### src/rtl/nfu_accum_pkg.sv
// Shared NFU definitions: default widths, accumulator FSM encoding and
// saturation limits for the default result width.
package nfu_accum_pkg;

  localparam int NFU_N     = 16;
  localparam int NFU_ACC_W = 24;
  localparam int NFU_LEN_W = 8;

  localparam logic [NFU_N-1:0] NFU_SAT_MAX = {1'b0, {(NFU_N-1){1'b1}}};
  localparam logic [NFU_N-1:0] NFU_SAT_MIN = {1'b1, {(NFU_N-1){1'b0}}};

  typedef enum logic [1:0] {
    ST_IDLE  = 2'd0,
    ST_ACCUM = 2'd1,
    ST_HOLD  = 2'd2
  } state_t;

endpackage

### src/rtl/nfu_accum_sat.sv
// Combinational ACC_W-to-N signed saturator; zero latency, no flow control.
// Shared by the accumulator and the adder-tree stage.
module nfu_sat
  import nfu_accum_pkg::*;
#(
  parameter int ACC_W = NFU_ACC_W,
  parameter int N     = NFU_N
) (
  input  logic [ACC_W-1:0] acc_in,
  output logic [N-1:0]     sat_out
);

  localparam logic [N-1:0] SAT_MAX = {1'b0, {(N-1){1'b1}}};
  localparam logic [N-1:0] SAT_MIN = {1'b1, {(N-1){1'b0}}};

  logic [ACC_W-N:0] top_bits;
  logic             fits;

  // The value fits in N bits when every bit from the N-bit sign position up matches.
  assign top_bits = acc_in[ACC_W-1:N-1];
  assign fits     = (&top_bits) || !(|top_bits);

  always_comb begin
    sat_out = acc_in[N-1:0];
    if (!fits) begin
      sat_out = acc_in[ACC_W-1] ? SAT_MIN : SAT_MAX;
    end
  end

endmodule

### src/rtl/nfu_accum.sv
// Sums len signed products per neuron in a wrapping ACC_W accumulator and saturates to N bits.
// Result valid the cycle after the last product; in_ready is low while idle or holding a result.
module nfu_accum
  import nfu_accum_pkg::*;
#(
  parameter int N     = NFU_N,
  parameter int ACC_W = NFU_ACC_W,
  parameter int LEN_W = NFU_LEN_W
) (
  input  logic             clk,
  input  logic             rst,
  input  logic             start,
  input  logic [LEN_W-1:0] len,
  input  logic [N-1:0]     prod_in,
  input  logic             prod_valid,
  output logic             in_ready,
  output logic [N-1:0]     out_data,
  output logic             out_valid,
  input  logic             out_ready,
  output logic             busy
);

  state_t           state;
  logic [ACC_W-1:0] acc;
  logic [ACC_W-1:0] acc_sum;
  logic [LEN_W-1:0] cnt;
  logic [N-1:0]     sat_val;
  logic             prod_take;
  logic             last_prod;
  logic             start_take;

  assign in_ready  = (state == ST_ACCUM);
  assign busy      = (state != ST_IDLE);
  assign prod_take = prod_valid && in_ready;
  assign last_prod = prod_take && (cnt == LEN_W'(1));
  assign acc_sum   = acc + {{(ACC_W-N){prod_in[N-1]}}, prod_in};

  // A result handshake and a new start in the same cycle chain without a bubble.
  assign start_take = start && ((state == ST_IDLE) || ((state == ST_HOLD) && out_ready));

  nfu_sat #(
    .ACC_W (ACC_W),
    .N     (N)
  ) u_sat (
    .acc_in  (acc_sum),
    .sat_out (sat_val)
  );

  always_ff @(posedge clk or posedge rst) begin
    if (rst) begin
      state     <= ST_IDLE;
      acc       <= '0;
      cnt       <= '0;
      out_data  <= '0;
      out_valid <= 1'b0;
    end else begin
      case (state)
        ST_ACCUM: begin
          if (prod_take) begin
            acc <= acc_sum;
            cnt <= cnt - LEN_W'(1);
          end
          if (last_prod) begin
            out_data  <= sat_val;
            out_valid <= 1'b1;
            state     <= ST_HOLD;
          end
        end
        ST_HOLD: begin
          if (out_ready) begin
            out_valid <= 1'b0;
            state     <= ST_IDLE;
          end
        end
        default: ;
      endcase

      if (start_take) begin
        if (len != '0) begin
          acc   <= '0;
          cnt   <= len;
          state <= ST_ACCUM;
        end else begin
          out_data  <= '0;
          out_valid <= 1'b1;
          state     <= ST_HOLD;
        end
      end
    end
  end

endmodule

### config.mk
export PLATFORM = sky130hd
export DESIGN_NAME = nfu_accum
export DESIGN_NICKNAME = d
export VERILOG_FILES = /design/src/rtl/nfu_accum_pkg.sv /design/src/rtl/nfu_accum_sat.sv /design/src/rtl/nfu_accum.sv
export SDC_FILE = /design/constraint.sdc
export NUM_CORES = 1
export LEC_CHECK = 0
export ABC_AREA = 1
export CAP_MARGIN = 30
export CORE_ASPECT_RATIO = 0.8
export CORE_MARGIN = 4
export CORE_UTILIZATION = 40
export DETAILED_ROUTE_END_ITERATION = 8
export HOLD_SLACK_MARGIN = 0.06
export PLACE_DENSITY = 0.64
export REMOVE_ABC_BUFFERS = 1
export SLEW_MARGIN = 20
export SYNTH_ARGS = -nofsm -noshare
export SYNTH_HDL_FRONTEND = slang
export SYNTH_HIERARCHICAL = 1
export SYNTH_SLANG_ARGS = --single-unit
export TNS_END_PERCENT = 30
### constraint.sdc
create_clock -name clk -period 7.5 [get_ports clk]
set_input_delay 1.875 -clock clk [delete_from_list [all_inputs] [get_ports clk]]
set_output_delay 1.875 -clock clk [all_outputs]
set_load 0.005 [all_outputs]
---- Word-level counts from Yosys, hierarchy flattened ----
Cells that the tools add are included.
operators by class
  order comparisons ....................... 0
  add/sub/neg operators ................... 2
  multipliers ............................. 0
  reduce and logical (&&, ||, !) cells .... 14
  eq/ne operators ......................... 5
  bitwise gates (word level) .............. 0
  shift operators ......................... 0
  mux-type cells .......................... 24
  divide/modulo/power cells ............... 0
operator list
  cell                 number
  $mux 16              6
  $mux 24              4
  $mux 8               4
  $add 24x24->24       1
  $reduce_and 9->1     1
  $reduce_or 9->1      1
  $eq 8x1->1 const B   1
  $mux 2               4
  $reduce_bool 8->1    1
  $sub 8x1->8 const B  1
  $logic_and 1x1->1    4
  $mux 1               4
  $pmux 2 s2           1
  $ne 3x1->1 const B   1
  $ne 3x3->1 const B   1
  $reduce_and 3->1     1
  $reduce_bool 3->1    1
  $eq 2x1->1 const B   1
  $eq 2x2->1 const B   1
  $logic_not 2->1      1
  $logic_or 1x1->1     2
  $pmux 1 s2           1
  $reduce_bool 2->1    1
  $logic_not 1->1      1
word-level totals
  memories ................................ 0
  bits in registers ....................... 51
  output and inout port bits .............. 19
  ROM bits ................................ 0
  word-level logic and storage cells ...... 50
  bits of input ports ..................... 29
  latch bits .............................. 0
  memory bits (writable) .................. 0

---- Depth between registers and ports, before layout ----
  word-level depth ........................ 9
  depth in mapped cells ................... 21
  depth with buffers taken out ............ 20

---- Cells and area by module ----
Netlist, hierarchy kept.
modules (own cells, without submodules)
  module     area each (sq um)  sequential area each (sq um)  cells each  times used
  nfu_accum  4217.8             1276.2                        669         1
  nfu_sat    251.5              0.0                           50          1

---- Worst setup path after synthesis ----
OpenSTA, ideal clock, no wires.
  path kind ............................... input to register
  from .................................... input prod_in[0]
  to ...................................... register out_data[10]
  setup slack ............................. 3.431 ns
  buffers on the path ..................... 1
  setup time .............................. 0.120 ns
  data arrival time ....................... 3.949 ns
  cell stages on the path ................. 20
  data required time ...................... 7.380 ns
  cells stage by stage .................... ha_1 inv_1 fa_1 inv_1 nand3_1 nand3_1 nand2_1 nand2_1 nand3_1 nand2_1 nand2_1 nand2_1 nand2_1 nor2_1 nand3_1 nand3_2 buf_6 nand2_1 o21ai_0 nor2_1
between the ends
  cells in the longest elaborated chain, start to end .. 9
  elaborated cells on any way between the ends .. 11
  those cells by class .................... add/sub: 1; mux: 6; reduce/logical: 4
RTL lines
  what                    line                 text
  start: declaration      nfu_accum.sv:14      input logic [N-1:0] prod_in,
  $add 24x24->24 (*)      nfu_accum.sv:36      assign acc_sum = acc + {{(ACC_W-N){prod_in[N-1]}}, prod_in};
  net acc_sum[16]         nfu_accum.sv:25      logic [ACC_W-1:0] acc_sum;
  $reduce_or 9->1         nfu_accum_sat.sv:21  assign fits = (&top_bits) || !(|top_bits);
  $logic_not 1->1         nfu_accum_sat.sv:21
  $logic_or 1x1->1 (*)    nfu_accum_sat.sv:21
  $mux 16 (*)             nfu_accum_sat.sv:25  if (!fits) begin
  net sat_val[10]         nfu_accum.sv:27      logic [N-1:0] sat_val;
  $mux 16 (*)             nfu_accum.sv:63      if (last_prod) begin
  $mux 16 (*)             nfu_accum.sv:57      case (state)
  $mux 16                 nfu_accum.sv:79      if (len != '0) begin
  $mux 16 (*)             nfu_accum.sv:78      if (start_take) begin
  end signal: assignment  nfu_accum.sv:64      out_data <= sat_val;
  end: declaration        nfu_accum.sv:17      output logic [N-1:0] out_data,
The timed path passes the listed nets; every way through them passes the cells marked *.
A chain may end at the register's enable or synchronous reset.

---- Worst setup path in the final report ----
  from .................................... input prod_in[15]
  to ...................................... register out_data[0]
between the ends
  cells in the longest elaborated chain, start to end .. 9
  elaborated cells on any way between the ends .. 11
  those cells by class .................... add/sub: 1; mux: 6; reduce/logical: 4
RTL lines
  what                line
  $add 24x24->24 (*)  nfu_accum.sv:36
  net acc_sum[23]     nfu_accum.sv:25
  $reduce_or 9->1     nfu_accum_sat.sv:21
  $logic_not 1->1     nfu_accum_sat.sv:21
  $logic_or 1x1->1    nfu_accum_sat.sv:21
  $mux 16 (*)         nfu_accum_sat.sv:25
  net sat_val[0]      nfu_accum.sv:27
  $mux 16 (*)         nfu_accum.sv:63
  $mux 16 (*)         nfu_accum.sv:57
  $mux 16             nfu_accum.sv:79
  $mux 16 (*)         nfu_accum.sv:78
Marked as above.

==> results.py <==
metrics = {
    "drt": {
        "route.vias.total": 4390,
        "antenna_left": 0,
        "avgViaCountPerCell": 4.84,
        "wl_per_cell_um": 13.6,
        "drc": 0,
        "first_iter_violations": 371,
        "first_pass_iters": 5,
        "totalWireLength_mm": 12.3,
    },
    "timing": {
        "min_period_ps": 4840,
        "hold_violations": 0,
        "setup_tns_ps": 0,
        "worstMarginPinSlew_ps": 700,
        "report.final.slew_viol_count": 0,
        "skew_ps": 5.89,
        "rsz0062_at_grt": "no",
        "min_period_over_period": 0.645,
        "setup_viol": 0,
        "slew_headroom": 0.533,
        "max_freq_mhz": 207,
    },
    "clocking": {
        "cts_tree": "yes",
        "cts_resized": 0,
        "hold_buffers": 0,
        "clk_pin_slew_ps": 70,
        "post_cts_buffers": 0,
        "clock_path_buffers": 2,
        "cts_buffers": 5,
        "htree_levels": 2,
        "root_buffer": "clkbuf_16",
        "clock_latency_ps": 300,
        "cts_sinks": 51,
    },
    "global_route": {
        "track_usage": 0.194,
        "overflow": 0,
        "grt_pass1_vias": 4025,
        "grt_start_max_net_pins": 52,
        "met1_usage": 0.282,
        "use_met2": 0.304,
        "grt_util_met3": 0.0368,
        "grt_pass1_wl_mm": 20.2,
        "antenna_found_initial": 0,
        "busiest_layer": "met2",
    },
    "floorplan": {
        "ioPinCount": 48,
        "fp.dieArea_um2": 12900,
        "die_w_um": 126,
        "fp.dieH_um": 103,
        "core_um2": 10900,
        "row_count": 34,
        "start_util": 0.410,
    },
    "setup_path": {
        "endpoint_kind": "register",
        "path_depth": 16,
        "worst_setup_path_start_kind": "primary input",
        "cp_slowest_cell": "clkdlybuf4s50_1",
        "reg2reg_depth": 19,
        "arrival_ps": 5020,
        "crit_type": "in -> reg",
        "rr_startpoint": "acc[0]",
        "worst_ep_required_time_ps": 7680,
        "rrSetupSlack_ps": 4400,
        "path_max_fanout": 15,
        "critPathBufInv": 1,
        "cpPeakStageDelay_ps": 630,
        "worstPathCellList": "clkdlybuf4s50_1 -> ha_1 -> nand2_1 -> nor2_1 -> nand2_1 -> nor2_1 -> nand2_1 -> nand4_1 -> nand2_1 -> or2_1 -> nor2_1 -> nand2_2 -> nand3_2 -> nand2_1 -> o21ai_0 -> nor2_1",
        "regToRegEndpoint": "out_data[0]",
        "crit_top_cell": "nand2_1",
        "cp_top_family": "simple AND/OR/NAND/NOR gates",
    },
    "logic_synthesis": {
        "ys_seq_area_frac": 0.286,
        "synth_area_leader_cell": "dfrtp_1",
        "yosys.cell_types.count": 38,
        "ys_ff_latch": 51,
        "synth.top_cell.area_share": 0.286,
        "postSynthCellCount": 719,
        "synth.area.top_cells": "dfrtp_1, nand2_1, inv_1, nor2_1, ha_1",
        "syn_area_um2": 4470,
        "avgSynthCellArea_um2": 6.22,
        "yosys_warnings": 6,
    },
    "flow_run": {
        "maxCapViolations": 0,
    },
    "cells_and_area": {
        "seqCellArea_um2": 1280,
        "antenna_cells": 0,
        "multi_input_area_um2": 2570,
        "fin_nets": 821,
        "layout_common_cells": "nand2_1, inv_1, nor2_1",
        "area.growth.synth_to_final_pct": 16.4,
        "postLayoutCoreUtil": 0.478,
        "stdcell_area_um2": 5200,
        "drive_gt1_frac": 0.0485,
        "mostFrequentLayoutCell": "nand2_1",
        "fill_cells": 1169,
    },
    "pwr": {
        "peakVddDrop_mv": 0.138,
        "p_sw_frac": 0.485,
        "p_leak_nw": 2.94,
        "total_power_mw": 1.85,
        "p_clk_frac": 0.141,
        "seqPwrFrac": 0.245,
        "power.internal_mw": 0.953,
        "p_sw_mw": 0.896,
        "p_per_area_nw_per_um2": 355,
        "power_frac_comb": 0.614,
    },
    "worst_hold_path": {
        "worstHoldStart": "out_data[7]",
        "hold_path_end": "out_data[7]",
        "holdPathStages": 2,
        "hold_path_class": "reg -> reg",
    },
    "run_status": {
        "run_status": "completed",
    },
    "placement": {
        "numPortBuffers": 47,
        "placed_area_um2": 5030,
        "hpwl_mm": 9.67,
        "gp_congestion": 0.930,
    },
}
==> state kept, by name, indices dropped and copies added (netlist names) <==
register   cells
out_data      16
cnt            8
acc           24
out_valid      1
state          2
==> worst reg2reg max path: stages, from the launching register on <==
cell,delay [ps]
dfrtp_1,350
ha_1,230
inv_1,70
fa_1,400
inv_1,90
nand3_1,70
nand3_1,220
nand2_1,80
nand2_1,160
nand3_1,130
nand2_1,80
nand2_1,60
nand2_1,70
nand2_1,50
nor2_1,100
nand3_1,160
nand3_2,300
nand2_1,100
o21ai_0,200
nor2_1,70
==> area by class of cell <==
type	count	area share
timing repair buffer	52	0.0983
inverter	133	0.0959
clock buffer	5	0.0240
sequential	51	0.245
multi-input combinational	520	0.495
clock inverter	2	0.00721
tap	144	0.0346
==> synth_stat cells <==
library cell and instances:
and2_1 1, dlygate4sd3_1 1, ha_1 28, a21oi_1 33, o21ai_0 29, buf_12 1, inv_2 2, nor2_2 5
dfrtp_1 51, nand2_4 1, nor3_1 3, nor4_2 1, o21bai_1 1, nor2_1 98, o22ai_1 4, clkbuf_2 1
buf_2 5, xor2_1 11, a21o_1 1, nand3_1 46, inv_1 131, xnor2_1 1, buf_6 3, clkbuf_1 1
nand3b_1 1, nand3_2 3, or2_1 1, a22o_1 1, or2_2 1, nor4b_4 1, o21ai_2 1, o21ai_1 5
buf_4 3, nand2_2 9, nand2_1 223, nand4_1 9, a211oi_1 1, fa_1 1
==> kinds of logic (layout without fill, tap and decap cells) <==
| logic type | after synthesis | count (layout) | share of synthesized area |
|---|---|---|---|
| buffers and inverters | 148 | 192 | 0.139 |
| XOR/XNOR | 12 | 12 | 0.0235 |
| flip-flops | 51 | 51 | 0.286 |
| AND/OR/NAND/NOR | 403 | 403 | 0.380 |
| adder cells (fa/ha/maj) | 29 | 29 | 0.0829 |
| AO/OA/AOI/OAI | 76 | 76 | 0.0896 |
==> power by group through the flow <==
stage | registers [mW] | logic [mW] | clock network (mW)
after floorplan | 0.443 | 0.803 | 0
after global placement | 0.455 | 1.11 | 0
after detailed placement | 0.459 | 1.13 | 0
after CTS | 0.455 | 1.14 | 0.269
after global routing | 0.468 | 1.30 | 0.280
final | 0.453 | 1.14 | 0.261
==> per-stage QoR <==
step	std cells	hold WS, ps	setup WS, ps
floorplan	704	487	3470
global placement	899	488	2450
detailed placement	899	497	2390
CTS	906	515	2680
global route	907	534	2320
finish	907	508	2660
==> per-layer routing <==
| layer | vias to the layer above | share of wire | routed length, um |
|---|---|---|---|
| met2 | 127 | 0.43 | 5250 |
| met5 | - | 0 | 0 |
| met3 | 11 | 0.061 | 750 |
| met4 | 0 | 0.010 | 124 |
| met1 | 1945 | 0.50 | 6170 |
| li1 | 2307 | - | - |
==> worst max-delay path by stage <==
stage,slack (ps),from,endpoint
2_1_floorplan,3470,prod_in[0],out_data[0]
3_3_place_gp,2450,prod_in[0],out_data[0]
3_5_place_dp,2390,prod_in[15],out_data[14]
4_1_cts,2680,prod_in[15],out_data[14]
5_1_grt,2320,prod_in[0],out_data[2]
6_report,2660,prod_in[15],out_data[0]
(Power assumes the default switching activity.)
